File: config.mk
export PLATFORM = sky130hd
export DESIGN_NAME = uart_rx_ext
export DESIGN_NICKNAME = d
export VERILOG_FILES = /design/src/rtl/uart_rx_ext.sv
export SDC_FILE = /design/constraint.sdc
export NUM_CORES = 1
export LEC_CHECK = 0
export CAP_MARGIN = 10
export CORE_MARGIN = 2
export CORE_UTILIZATION = 60
export DETAILED_ROUTE_END_ITERATION = 12
export HOLD_SLACK_MARGIN = 0.06
export PLACE_DENSITY = 0.82
export SYNTH_ARGS = -nofsm -noshare
export SYNTH_HDL_FRONTEND = slang
export SYNTH_SLANG_ARGS = --single-unit
File: constraint.sdc
create_clock -name i_Clk -period 3.5 [get_ports i_Clk]
set_clock_uncertainty 0.15 [all_clocks]
set_input_delay 0.875 -clock i_Clk [delete_from_list [all_inputs] [get_ports i_Clk]]
set_output_delay 0.875 -clock i_Clk [all_outputs]
set_load 0.03 [all_outputs]
File: src/rtl/uart_rx_ext.sv
// uart_rx_ext -- parametrised UART receiver (5..8 data bits, none/odd/even
// parity, 1 or 2 stop bits) with a valid/ready output register and per-word
// error flags.
//
// Optional build macro: UART_RX_MAJORITY_EN
//   defined   : each bit is the 2-of-3 majority of samples at CLK_MID-1,
//               CLK_MID and CLK_MID+1; the decision is made at CLK_MID+1.
//   undefined : single sample at CLK_MID; the decision is made at CLK_MID.
//
// Ports:
//   i_Clk        sole clock
//   i_reset      synchronous, active-high reset
//   i_serial     asynchronous serial line, idles high
//   o_rx_data    received word, LSB-aligned, unused upper bits are 0
//   o_rx_valid   o_rx_data and the error flags are valid
//   i_rx_ready   consumer accepts the word when o_rx_valid && i_rx_ready
//   o_frame_err  a stop bit sampled 0
//   o_parity_err parity mismatch (always 0 when PARITY=0)
//   o_break      data, parity and first stop all sampled 0
//   o_overrun    one-cycle pulse: a completed frame was dropped
module uart_rx_ext #(
  parameter int BAUD_RATE = 115200,
  parameter int CLK_HZ    = 25000000,
  parameter int DATA_BITS = 8,
  parameter int PARITY    = 0,
  parameter int STOP_BITS = 1
) (
  input  logic       i_Clk,
  input  logic       i_reset,
  input  logic       i_serial,
  output logic [7:0] o_rx_data,
  output logic       o_rx_valid,
  input  logic       i_rx_ready,
  output logic       o_frame_err,
  output logic       o_parity_err,
  output logic       o_break,
  output logic       o_overrun
);

  localparam int CLK_PER_BIT = CLK_HZ / BAUD_RATE;
  localparam int CLK_MID     = (CLK_PER_BIT - 1) / 2;
  localparam int CW          = $clog2(CLK_PER_BIT);
`ifdef UART_RX_MAJORITY_EN
  localparam int DEC_PT      = CLK_MID + 1;
`else
  localparam int DEC_PT      = CLK_MID;
`endif

  localparam logic [CW-1:0] CNT_DEC   = CW'(DEC_PT);
  localparam logic [CW-1:0] CNT_LAST  = CW'(CLK_PER_BIT - 1);
  localparam logic [2:0]    LAST_DATA = 3'(DATA_BITS - 1);
  localparam logic [2:0]    LAST_STOP = 3'(STOP_BITS - 1);
  localparam logic          PAR_ODD   = (PARITY == 1);

  typedef enum logic [2:0] {
    S_IDLE,
    S_START,
    S_DATA,
    S_PARITY,
    S_STOP
  } state_t;

  state_t        state_q;
  logic [1:0]    sync_q;
  logic          hist_q;
  logic [CW-1:0] clk_cnt_q;
  logic [2:0]    bit_idx_q;
  logic [7:0]    shift_q;
  logic          zero_q;     // every bit sampled so far in this frame was 0
  logic          fe_q;
  logic          pe_q;
  logic          brk_q;

  logic rx_s;
  logic fall_d;
  logic bit_d;
  logic tick_d;
  logic wrap_d;
  logic fe_d;
  logic brk_d;

  assign rx_s   = sync_q[1];
  assign fall_d = hist_q & ~rx_s;
  assign tick_d = (clk_cnt_q == CNT_DEC);
  assign wrap_d = (clk_cnt_q == CNT_LAST);

`ifdef UART_RX_MAJORITY_EN
  localparam logic [CW-1:0] CNT_M0 = CW'(CLK_MID - 1);
  localparam logic [CW-1:0] CNT_M1 = CW'(CLK_MID);
  logic [1:0] smp_q;

  always_ff @(posedge i_Clk) begin
    if (i_reset) begin
      smp_q <= '0;
    end else begin
      if (clk_cnt_q == CNT_M0) smp_q[0] <= rx_s;
      if (clk_cnt_q == CNT_M1) smp_q[1] <= rx_s;
    end
  end

  assign bit_d = (smp_q[0] & smp_q[1]) | (smp_q[0] & rx_s) | (smp_q[1] & rx_s);
`else
  assign bit_d = rx_s;
`endif

  // Break is decided on the first stop bit; a second stop bit only adds to
  // the frame error.
  assign fe_d  = fe_q | ~bit_d;
  assign brk_d = (bit_idx_q == 3'd0) ? (zero_q & ~bit_d) : brk_q;

  always_ff @(posedge i_Clk) begin
    if (i_reset) begin
      state_q      <= S_IDLE;
      sync_q       <= '1;
      hist_q       <= 1'b1;
      clk_cnt_q    <= '0;
      bit_idx_q    <= '0;
      shift_q      <= '0;
      zero_q       <= 1'b1;
      fe_q         <= 1'b0;
      pe_q         <= 1'b0;
      brk_q        <= 1'b0;
      o_rx_data    <= '0;
      o_rx_valid   <= 1'b0;
      o_frame_err  <= 1'b0;
      o_parity_err <= 1'b0;
      o_break      <= 1'b0;
      o_overrun    <= 1'b0;
    end else begin
      sync_q    <= {sync_q[0], i_serial};
      hist_q    <= sync_q[1];
      o_overrun <= 1'b0;

      // Acceptance clears the word; a completion below in the same cycle
      // overrides this with the new word.
      if (o_rx_valid && i_rx_ready) o_rx_valid <= 1'b0;

      if (state_q == S_IDLE) clk_cnt_q <= '0;
      else if (wrap_d)       clk_cnt_q <= '0;
      else                   clk_cnt_q <= clk_cnt_q + 1'b1;

      case (state_q)
        S_IDLE: begin
          bit_idx_q <= '0;
          shift_q   <= '0;
          zero_q    <= 1'b1;
          fe_q      <= 1'b0;
          pe_q      <= 1'b0;
          brk_q     <= 1'b0;
          if (fall_d) state_q <= S_START;
        end
        S_START: begin
          if (tick_d && bit_d) state_q <= S_IDLE;
          else if (wrap_d)     state_q <= S_DATA;
        end
        S_DATA: begin
          if (tick_d) begin
            shift_q[bit_idx_q] <= bit_d;
            zero_q             <= zero_q & ~bit_d;
          end
          if (wrap_d) begin
            if (bit_idx_q == LAST_DATA) begin
              bit_idx_q <= '0;
              state_q   <= (PARITY != 0) ? S_PARITY : S_STOP;
            end else begin
              bit_idx_q <= bit_idx_q + 3'd1;
            end
          end
        end
        S_PARITY: begin
          if (tick_d) begin
            pe_q   <= ((^shift_q) ^ bit_d) != PAR_ODD;
            zero_q <= zero_q & ~bit_d;
          end
          if (wrap_d) state_q <= S_STOP;
        end
        S_STOP: begin
          if (tick_d) begin
            fe_q  <= fe_d;
            brk_q <= brk_d;
            // Completing on the decision cycle leaves the rest of the stop
            // bit for IDLE, so back-to-back frames are caught.
            if (bit_idx_q == LAST_STOP) begin
              state_q <= S_IDLE;
              if (!o_rx_valid || i_rx_ready) begin
                o_rx_data    <= shift_q;
                o_frame_err  <= fe_d;
                o_parity_err <= pe_q;
                o_break      <= brk_d;
                o_rx_valid   <= 1'b1;
              end else begin
                o_overrun <= 1'b1;
              end
            end
          end
          if (wrap_d) bit_idx_q <= bit_idx_q + 3'd1;
        end
        default: state_q <= S_IDLE;
      endcase
    end
  end

endmodule
Word level (Yosys, flattened, before mapping)

Index checks and enable logic that the tools add are counted.

Register bits: 42
Bits of input ports: 4
Logic and storage cells: 102

$add $sub $neg: 2
$lt $le $gt $ge: 2
Equality and inequality tests: 18
Multiplexer cells: 33
Bitwise logic cells: 8
Reduce and logical (&&, ||, !) cells: 23

Operators with widths:

| cell                  | count |
|---|---|
| $mux W3               | 11 |
| $ne A2 B2 Y1 const B  | 9 |
| $pmux W8 S2           | 1 |
| $pmux W3 S5           | 1 |
| $mux W1               | 12 |
| $pmux W3 S3           | 1 |
| $add A8 B1 Y8 const B | 1 |
| $bwmux W8             | 1 |
| $eq A8 B7 Y1 const B  | 1 |
| $eq A8 B8 Y1 const B  | 1 |
| $mux W8               | 1 |
| $pmux W1 S2           | 4 |
| $reduce_and A2 Y1     | 4 |
| $reduce_bool A2 Y1    | 4 |
| $reduce_xor A8 Y1     | 1 |
| $reduce_and A7 Y1     | 1 |
| $eq A3 B2 Y1 const B  | 2 |
| $eq A3 B3 Y1 const B  | 2 |
| $logic_not A3 Y1      | 2 |
| $lt A3 B4 Y1 const B  | 1 |
| $not A1 Y1            | 4 |
| $reduce_and A4 Y1     | 1 |
| $reduce_or A4 Y1      | 1 |
| $add A3 B1 Y3 const B | 1 |
| 15 further kinds      | 18 |

Longest topological paths before layout

Depth after elaboration: 7
Depth in mapped cells: 8
Mapped depth without buffers: 7

Worst setup path before layout

No wires, ideal clock.

Path kind: input to register
Start point: input port i_rx_ready
End point: register o_parity_err
Library setup time: 0.128 ns
Arrival: 1.663 ns
Required time: 3.222 ns
Slack: 1.559 ns
Stages: 5
Buffers on the path: 1
Path through: nand2b_1 -> nor3b_4 -> buf_6 -> mux2i_1 -> nor2_1

Longest elaborated chain between the ends: 2

RTL lines:

| what                               | line | source |
|---|---|---|
| start: declaration                 | 33   | `input logic i_rx_ready,` |
| $logic_or A1 B1 Y1                 | 185  | `if (!o_rx_valid \|\| i_rx_ready) begin` |
| $reduce_and A4 Y1 (no source line) | --   |  |
| end signal: assignment             | 188  | `o_parity_err <= pe_q;` |
| end: declaration                   | 35   | `output logic o_parity_err,` |

Every way passes these cells.
A chain may end at the register's enable or synchronous reset.

Worst setup path after layout

Start point: register o_rx_data[0]
End point: output port o_rx_data[0]

RTL lines:

| what                     | line | source |
|---|---|---|
| start: declaration       | 31   | `output logic [7:0] o_rx_data,` |
| start signal: assignment | 186  | `o_rx_data <= shift_q;` |

No word-level cell between the ends.

==> metrics.yaml <==
status:
  outcome: "finished, final reports clean"
logic_synthesis:
  yosys_warnings: 0
  syn-num-nets: 233
  yosysTopAreaCellShare: 0.422
  synth_edf_count: 0
  synthTopCellsByArea: "dfxtp_1 42%, nor2_1 6.4%, mux2i_1 6.0%"
  netlist_area_mm2: 0.00199
  synth_flop_cell: "dfxtp_1"
  synthMuxAreaShare: 0.0603
  synth_top_area_cell: "dfxtp_1"
  yosys.area_share.simple: 0.249
  yosys.area_share.adder: 0.0365
  synth_cells: 224
  syn_area_per_cell_um2: 8.89
  synthArstFlopShare: 0
  synth_cell_types: 44
  ys_seq_area_frac: 0.422
  synth_compound_area_frac: 0.121
  ys_ff_latch: 42
  synth_top_family_by_area: "simple AND/OR/NAND/NOR gates"
  synth_xor_xnor_area_share: 0.0641
sta:
  fmax_mhz: 407
  rsz0062_at_grt: "no"
  tightestPinTransition_ps: 699
  fin_crit_ps: 2450
  max-slew-margin-rel: 0.534
  drv_slew: 0
  finalCritPeriodShare: 0.701
  setup_viol: 0
  setup-tns-final_ps: 0
  hold_viol_final: 0
setup_path:
  crit_required_ps: 2470
  arrival_ps: 1430
  crit_buf_inv: 1
  cp_cell_sequence: "clkdlybuf4s50_1"
  cp-start-kind: "flip-flop"
  path_max_fanout: 2
  path_class: "reg2out"
  endpoint_kind: "primary output"
  slowest_delay_ps: 690
  crit_path_top_delay_cell: "clkdlybuf4s50_1"
  cp_top_family: "buffers and inverters"
clock_tree:
  cts.path.max_buffers: 2
  post_cts_resized: 0
  insertion_delay_ps: 360
  cts_root_buf: "clkbuf_4"
  cts_sinks: 42
  path_clk_slew_ps: 110
  htreeDepth: 2
  numCtsBuffers: 5
  post_cts_buffers: 0
  cts_hold_buf: 0
  cts_tree: "done"
final_layout:
  area_growth_pct: 12.3
  mostFrequentLayoutCells: "42 x dfxtp_1, 34 x nor2_1, 16 x a21oi_1, 16 x clkdlybuf4s50_1, 14 x nand2_1"
  final_net_count: 244
  multi_input_area_mm2: 0.00106
  final_area_mm2: 0.00224
  final_common_cell: "dfxtp_1"
  antenna_cells: 0
  fill_cells: 269
  drive_gt1_frac: 0.0766
  stdcell_count: 279
  area.sequential_um2: 841
  post-route-util: 0.721
place:
  dp_cells: 272
  io_buffers: 16
  dp_hpwl_um: 2950
  placed_area_mm2: 0.00215
  place.gp.congestion: 0.880
pwr:
  p_per_area_mw_per_mm2: 463
  ir_drop_v: 0.000296
  total_leakage_power_nw: 0.757
grt:
  grt_pass1_vias: 1501
  grt_pass1_wl_um: 6610
  antenna_found_initial: 0
  grt_max_degree: 34
  track_usage: 0.240
  grt-ovfl-total: 0
detailed_routing:
  drcViolationCount: 0
  drt-initial-drc-count: 76
  viasPerCell: 5.66
  num_vias: 1578
  wl_per_cell_um: 13.9
  dr.pass1.iters: 4
  wl_um: 3880
  drt.antenna.violating_nets: 0
floorplanning:
  row_count: 20
  start_util: 0.642
  dieArea_mm2: 0.00379
  coreArea_mm2: 0.00310
  ios: 17
  die_x_um: 61.6
  chipHeight_um: 61.6
min_path:
  min_path_type: "reg2reg"
job:
  drv_cap: 0
-- synth_stat cells (3+ instances only) --
library cell  count
a21oi_1          16
and3_1            3
clkbuf_1         10
dfxtp_1          42
ha_1              5
inv_1             9
mux2i_1          12
nand2_1          14
nand2b_1          6
nand3_1           9
nor2_1           34
nor2b_1           4
o211ai_1          6
o21ai_0           4
or2_2             4
xnor2_1           8
xor2_1            4
-- kinds of logic (layout without fill, tap and decap cells) --
group / after synthesis / after routing
simple gates: 91 / 91
mux: 12 / 12
xor+xnor: 13 / 13
flops: 42 / 42
fa+ha+maj: 6 / 6
buf+inv: 22 / 33
compound gates: 38 / 38
-- cell type report --
class | instances | share of cell area
clock inverters | 1 | 0.0134
well taps | 44 | 0.0246
flip-flops and latches | 42 | 0.376
inverters | 9 | 0.0151
clock buffers | 6 | 0.0229
repair buffers | 17 | 0.0750
multi-input cells | 160 | 0.473
-- layer usage --
metal	track usage	vias to the layer above	routed length, µm
li1	-	793	-
met1	0.276	730	1700
met2	0.421	45	1900
met3	0.0672	10	201
met4	0.0912	0	79
met5	0	-	0
-- worst paths after layout --
kind,end,start,slack (ps),cells after the start
max,o_rx_data[0],o_rx_data[0],1050,1
min,sync_q[1],sync_q[0],270,1
max reg2reg,o_rx_data[6],clk_cnt_q[0],1290,7
min reg2reg,sync_q[1],sync_q[0],270,1
-- sequential cells by signal (all words and copies together), names as in the netlist, 2 cells and up --
signal / cells
state_q: 3
clk_cnt_q: 8
o_rx_data: 8
bit_idx_q: 3
sync_q: 2
shift_q: 8
-- per-stage QoR --
step / power [mW] / setup WS (ps) / hold slack, ps
after CTS: 1.04 / 1040 / 277
after global routing: 1.09 / 998 / 291
after floorplan: 0.695 / 1560 / 239
after global placement: 0.720 / 869 / 243
after detailed placement: 0.731 / 753 / 250
final: 1.03 / 1050 / 271
-- where the power goes --
group | switching (mW) | leakage, nW | internal [mW]
logic | 0.117 | 0.373 | 0.0649
clock network | 0.149 | 0.0443 | 0.166
registers | 0.0394 | 0.339 | 0.498
Note: power is estimated with default switching activity, not from simulation.
==> patch 1: new RTL, same flow settings <==
The option `UART_RX_MAJORITY_EN` is turned on by a define.
--- a/src/rtl/uart_rx_ext.sv
+++ b/src/rtl/uart_rx_ext.sv
@@ -18,6 +18,8 @@
 //   o_parity_err parity mismatch (always 0 when PARITY=0)
 //   o_break      data, parity and first stop all sampled 0
 //   o_overrun    one-cycle pulse: a completed frame was dropped
+`define UART_RX_MAJORITY_EN
+
 module uart_rx_ext #(
   parameter int BAUD_RATE = 115200,
   parameter int CLK_HZ    = 25000000,
Function: no difference found for any inputs over 10 cycles, from zero or initial values and one cycle with i_reset high; that may be too few to reach the edited logic, so the function may still have changed.
==> patch 1 against the unedited design <==
Cell area up 4.9%; sequential share of layout area down 0.058 points; sequential power down 1%; wire length up 7.9%; power down 7.4%; combinational power down 50%; sequential cell count up 2; area after synthesis up 4.1%; worst setup slack worse by 0.014 ns; via count up 6.6%; non-clock buffer count unchanged.
==> patch 1: results (changes against the unedited design) <==
INFO  cells_and_area nets=260 [+6.6%]
INFO  critical_path  highest_cell_delay_on_the_worst_timing_path=0.71ns [+0.02 ns]
INFO  clock_network  insertion_delay=0.36ns [about the same]
INFO  cells_and_area final_util=70.3% [-1.8 points]
INFO  logic_synthesis synth_cell_type_count=42 [-4.5%]
INFO  logic_synthesis ys_top_cells_by_area=sky130_fd_sc_hd__dfxtp_1, sky130_fd_sc_hd__mux2i_1, sky130_fd_sc_hd__a21oi_1, sky130_fd_sc_hd__nor2_1, sky130_fd_sc_hd__o21ai_0
INFO  logic_synthesis synth.net_count=247 [+6.0%]
INFO  cells_and_area fraction_of_layout_cells_with_a_size_suffix_above_1=7.17% [-0.49 points]
INFO  global_route   grt_overflow=0 [unchanged]
INFO  logic_synthesis synth_sequential_area_ratio=42.5% [+0.25 points]
INFO  placement      place_hpwl=2930um [-0.58%]
INFO  outcome        outcome=finished, final reports clean
INFO  detailed_routing dr_total_vias=1682 [+6.6%]
INFO  clock_network  clk_transition_reported_paths=0.13ns [+0.02 ns]
INFO  detailed_routing detail_route.iter0.violations=128 [+68%]
INFO  worst_hold_path hold_class=flop to flop
INFO  critical_path  critical_path.slowest_cell=sky130_fd_sc_hd__clkdlybuf4s50_1
INFO  clock_network  clock_tree.buffer_depth=2 [unchanged]
INFO  global_route   track_usage=23.2% [-0.76 points]
INFO  pwr            vdd_drop_max=0.000296V [+0.28%]
INFO  cells_and_area n_fill_cell=271 [+0.74%]
INFO  logic_synthesis synth_commonest_cells=sky130_fd_sc_hd__dfxtp_1, sky130_fd_sc_hd__nor2_1, sky130_fd_sc_hd__a21oi_1
INFO  global_route   vias_in_the_first_global_route=1611 [+7.3%]
INFO  pwr            p_leak=0.000932uW [+23%]
INFO  worst_hold_path holdCritStartpoint=sync_q[0]
INFO  critical_path  worst_path_dominant_cell_family=buffers and inverters
INFO  placement      gpl.final_weighted_congestion=0.886 [+0.67%]
INFO  sta            timing_worst_slew_pin_value=0.699ns [-0.0000651 ns]
INFO  critical_path  r2r_start=bit_idx_q[1]
INFO  worst_hold_path hold_depth=1 [unchanged]
INFO  critical_path  timing.rr.end=o_rx_data[7]
INFO  critical_path  reg2reg_slack=1.10ns [-0.19 ns]
INFO  global_route   grt_first_pass_wirelength=7260um [+9.8%]
INFO  logic_synthesis synth-main-ff-cell=sky130_fd_sc_hd__dfxtp_1
INFO  detailed_routing drt_wl_total=4180um [+7.9%]
INFO  placement      place_area=2260squm [+4.7%]
INFO  global_route   maximum_number_of_pins_on_one_net_before_global_route_repair=21 [-38%]
-- patch 1: area by class of cell --
class                           count  area share, %
Clock buffer                        6           2.19
Clock inverter                      2           1.65
Inverter                            7           1.12
Multi-Input combinational cell    175           47.9
Sequential cell                    44           37.5
Tap cell                           46           2.45
Timing Repair Buffer               17           7.15
-- patch 1: layer usage --
metal	GRT usage, %	wire (um)	up-vias
met4	8.89	60	0
met2	40.7	2090	33
met5	0	0	-
li1	-	-	850
met3	5.59	162	7
met1	27.4	1860	792
-- patch 1: stage by stage --
stage               power [uW]  worst slack [ns]  hold WS (ns)  std cells
floorplan                  607              1.46         0.239        237
global placement           631             0.976         0.251        289
finish                     958              1.03         0.298        297
global route              1000             0.976         0.312        297
CTS                        964              1.03         0.309        297
detailed placement         630             0.890         0.274        289
-- patch 1: cells by family (layout without fill, tap and decap cells) --
| logic type | Yosys count | in the layout | share of synthesized area (%) |
|---|---|---|---|
| xor+xnor | 14 | 14 | 6.58 |
| mux | 13 | 13 | 6.28 |
| flops | 44 | 44 | 42.5 |
| compound gates | 47 | 47 | 12.0 |
| buf+inv | 18 | 32 | 3.32 |
| fa+ha+maj | 8 | 8 | 4.65 |
| simple gates | 93 | 93 | 24.7 |
-- patch 1: worst max path at each step --
stage                       startpoint            to  slack (ns)  cells after the start
after floorplan           bit_idx_q[0]  o_rx_data[4]        1.46                      9
after global placement      i_rx_ready  o_rx_data[1]        0.98                      5
after detailed placement    i_rx_ready  o_rx_data[7]        0.89                      5
after CTS                 o_rx_data[1]  o_rx_data[1]        1.03                      1
after global routing      bit_idx_q[1]  o_rx_data[1]        0.98                      7
final                     o_rx_data[1]  o_rx_data[1]        1.03                      1
-- patch 1: power by group --
group / internal (uW) / switching (uW)
clock network: 171 / 165
logic: 34.3 / 57.0
registers: 510 / 21.2
==> patch 2: new RTL, same flow settings <==
Made on the original files. Encoding of `state_t`: now one-hot (5 bits for 5 states).
--- a/src/rtl/uart_rx_ext.sv
+++ b/src/rtl/uart_rx_ext.sv
@@ -52,12 +52,12 @@
   localparam logic [2:0]    LAST_STOP = 3'(STOP_BITS - 1);
   localparam logic          PAR_ODD   = (PARITY == 1);
 
-  typedef enum logic [2:0] {
-    S_IDLE,
-    S_START,
-    S_DATA,
-    S_PARITY,
-    S_STOP
+  typedef enum logic [4:0] {
+    S_IDLE   = 5'b00001,
+    S_START  = 5'b00010,
+    S_DATA   = 5'b00100,
+    S_PARITY = 5'b01000,
+    S_STOP   = 5'b10000
   } state_t;
 
   state_t        state_q;
Function: no difference found for any inputs over 10 cycles, from zero or initial values and one cycle with i_reset high; not proved beyond that.
==> patch 2 against the unedited design <==
Worst setup slack improved by 0.0095 ns; cell area fell by 7.9%; area after synthesis fell by 5.6%; hold slack barely moved; count of clock-buffer cells in the layout fell by 1; sequential cell count fell by 1; combinational power fell by 7%; power fell by 14%; wire length fell by 7.4%; highest routed layer unchanged.
==> patch 2: results (changes against the unedited design) <==
INFO  outcome        outcome=finished, final reports clean
INFO  cells_and_area nets=229 [-6.1%]
INFO  placement      place_hpwl=2570um [-13%]
INFO  placement      detailedPlace.worstSlack=0.850ns [+0.0963 ns]
INFO  critical_path  highest_cell_delay_on_the_worst_timing_path=0.61ns [-0.08 ns]
INFO  placement      place_area=2020squm [-6.4%]
INFO  detailed_routing wl_per_cell=13.7um [-1.7%]
INFO  detailed_routing detail_route.iter0.violations=73 [-3.9%]
INFO  critical_path  critical_path_arrival=2.55ns [+1.12 ns]
INFO  placement      port_buffers=15 [-1]
INFO  logic_synthesis synth_commonest_cells=sky130_fd_sc_hd__dfxtp_1, sky130_fd_sc_hd__nor2_1, sky130_fd_sc_hd__a21oi_1
INFO  logic_synthesis synth_sequential_area_ratio=43.7% [+1.4 points]
INFO  pwr            vdd_drop_max=0.000323V [+9.1%]
INFO  logic_synthesis ys_top_cells_by_area=sky130_fd_sc_hd__dfxtp_1, sky130_fd_sc_hd__a21oi_1, sky130_fd_sc_hd__nor2_1, sky130_fd_sc_hd__mux2i_1, sky130_fd_sc_hd__ha_1
INFO  logic_synthesis synth_cell_type_count=43 [-2.3%]
INFO  critical_path  timing.critical_path.fanout_max=12 [+10]
INFO  detailed_routing drt_wl_total=3590um [-7.4%]
INFO  logic_synthesis synth.net_count=220 [-5.6%]
INFO  logic_synthesis synthesis.area_per_instance=8.91squm [+0.22%]
INFO  sta            slew_headroom=54.6% [+1.3 points]
INFO  critical_path  worst_path_dominant_cell_family=simple AND/OR/NAND/NOR gates
INFO  global_route   track_usage=23.0% [-0.98 points]
INFO  global_route   maximum_number_of_pins_on_one_net_before_global_route_repair=28 [-18%]
INFO  cells_and_area fraction_of_layout_cells_with_a_size_suffix_above_1=9.59% [+1.9 points]
INFO  placement      gpl.final_weighted_congestion=0.889 [+1.0%]
INFO  global_route   grt_first_pass_wirelength=6100um [-7.7%]
## patch 2: cell types whose count changed in the layout (fill, tap and decap cells not counted), sizes merged, moves of 4 or more
| cell | unedited run | this run |
|---|---|---|
| o21ai | 5 | 13 |
| nor4b | 0 | 4 |
| a31oi | 1 | 5 |
| nand2b | 6 | 2 |
| o211ai | 6 | 0 |
| mux2i | 12 | 8 |
| nor2 | 35 | 26 |
| a21oi | 16 | 24 |
| xnor2 | 8 | 1 |
## patch 2: routing by layer
layer	part of all wire, %	global-route usage [%]	vias up
li1	-	-	744
met1	48	29.7	701
met2	46	35.4	23
met3	3.0	4.55	8
met4	2.4	13.7	0
met5	0	0	-
## patch 2: cells by family after synthesis
kind of cell | after synthesis | share of synthesized area, %
compound gates | 46 | 13.5
xor+xnor | 6 | 2.80
simple gates | 81 | 25.4
buf+inv | 21 | 5.46
fa+ha+maj | 5 | 3.33
flops | 41 | 43.7
other cells | 1 | 0.200
mux | 10 | 5.66
## patch 2: area by class of cell
cell class | count | area, sq um | share of cell area [%]
Sequential cell | 41 | 821 | 39.9
Multi-Input combinational cell | 149 | 956 | 46.4
Inverter | 7 | 26.3 | 1.28
Tap cell | 44 | 55.1 | 2.67
Clock buffer | 5 | 37.5 | 1.82
Clock inverter | 1 | 5.00 | 0.243
Timing Repair Buffer | 16 | 158 | 7.66
## patch 2: worst paths after layout
path | to | startpoint | cells after the start | slack (ns)
min | sync_q[1] | sync_q[0] | 1 | 0.27
max reg2reg | o_rx_data[2] | state_q[4] | 5 | 1.06
max | o_rx_data[2] | state_q[4] | 5 | 1.06
min reg2reg | sync_q[1] | sync_q[0] | 1 | 0.27
## patch 2: power by group
part | switching (uW) | internal (uW) | total (uW)
clock | 148 | 69.8 | 218
sequential | 23.0 | 483 | 506
combinational | 110 | 60.0 | 170
total | 281 | 612 | 893
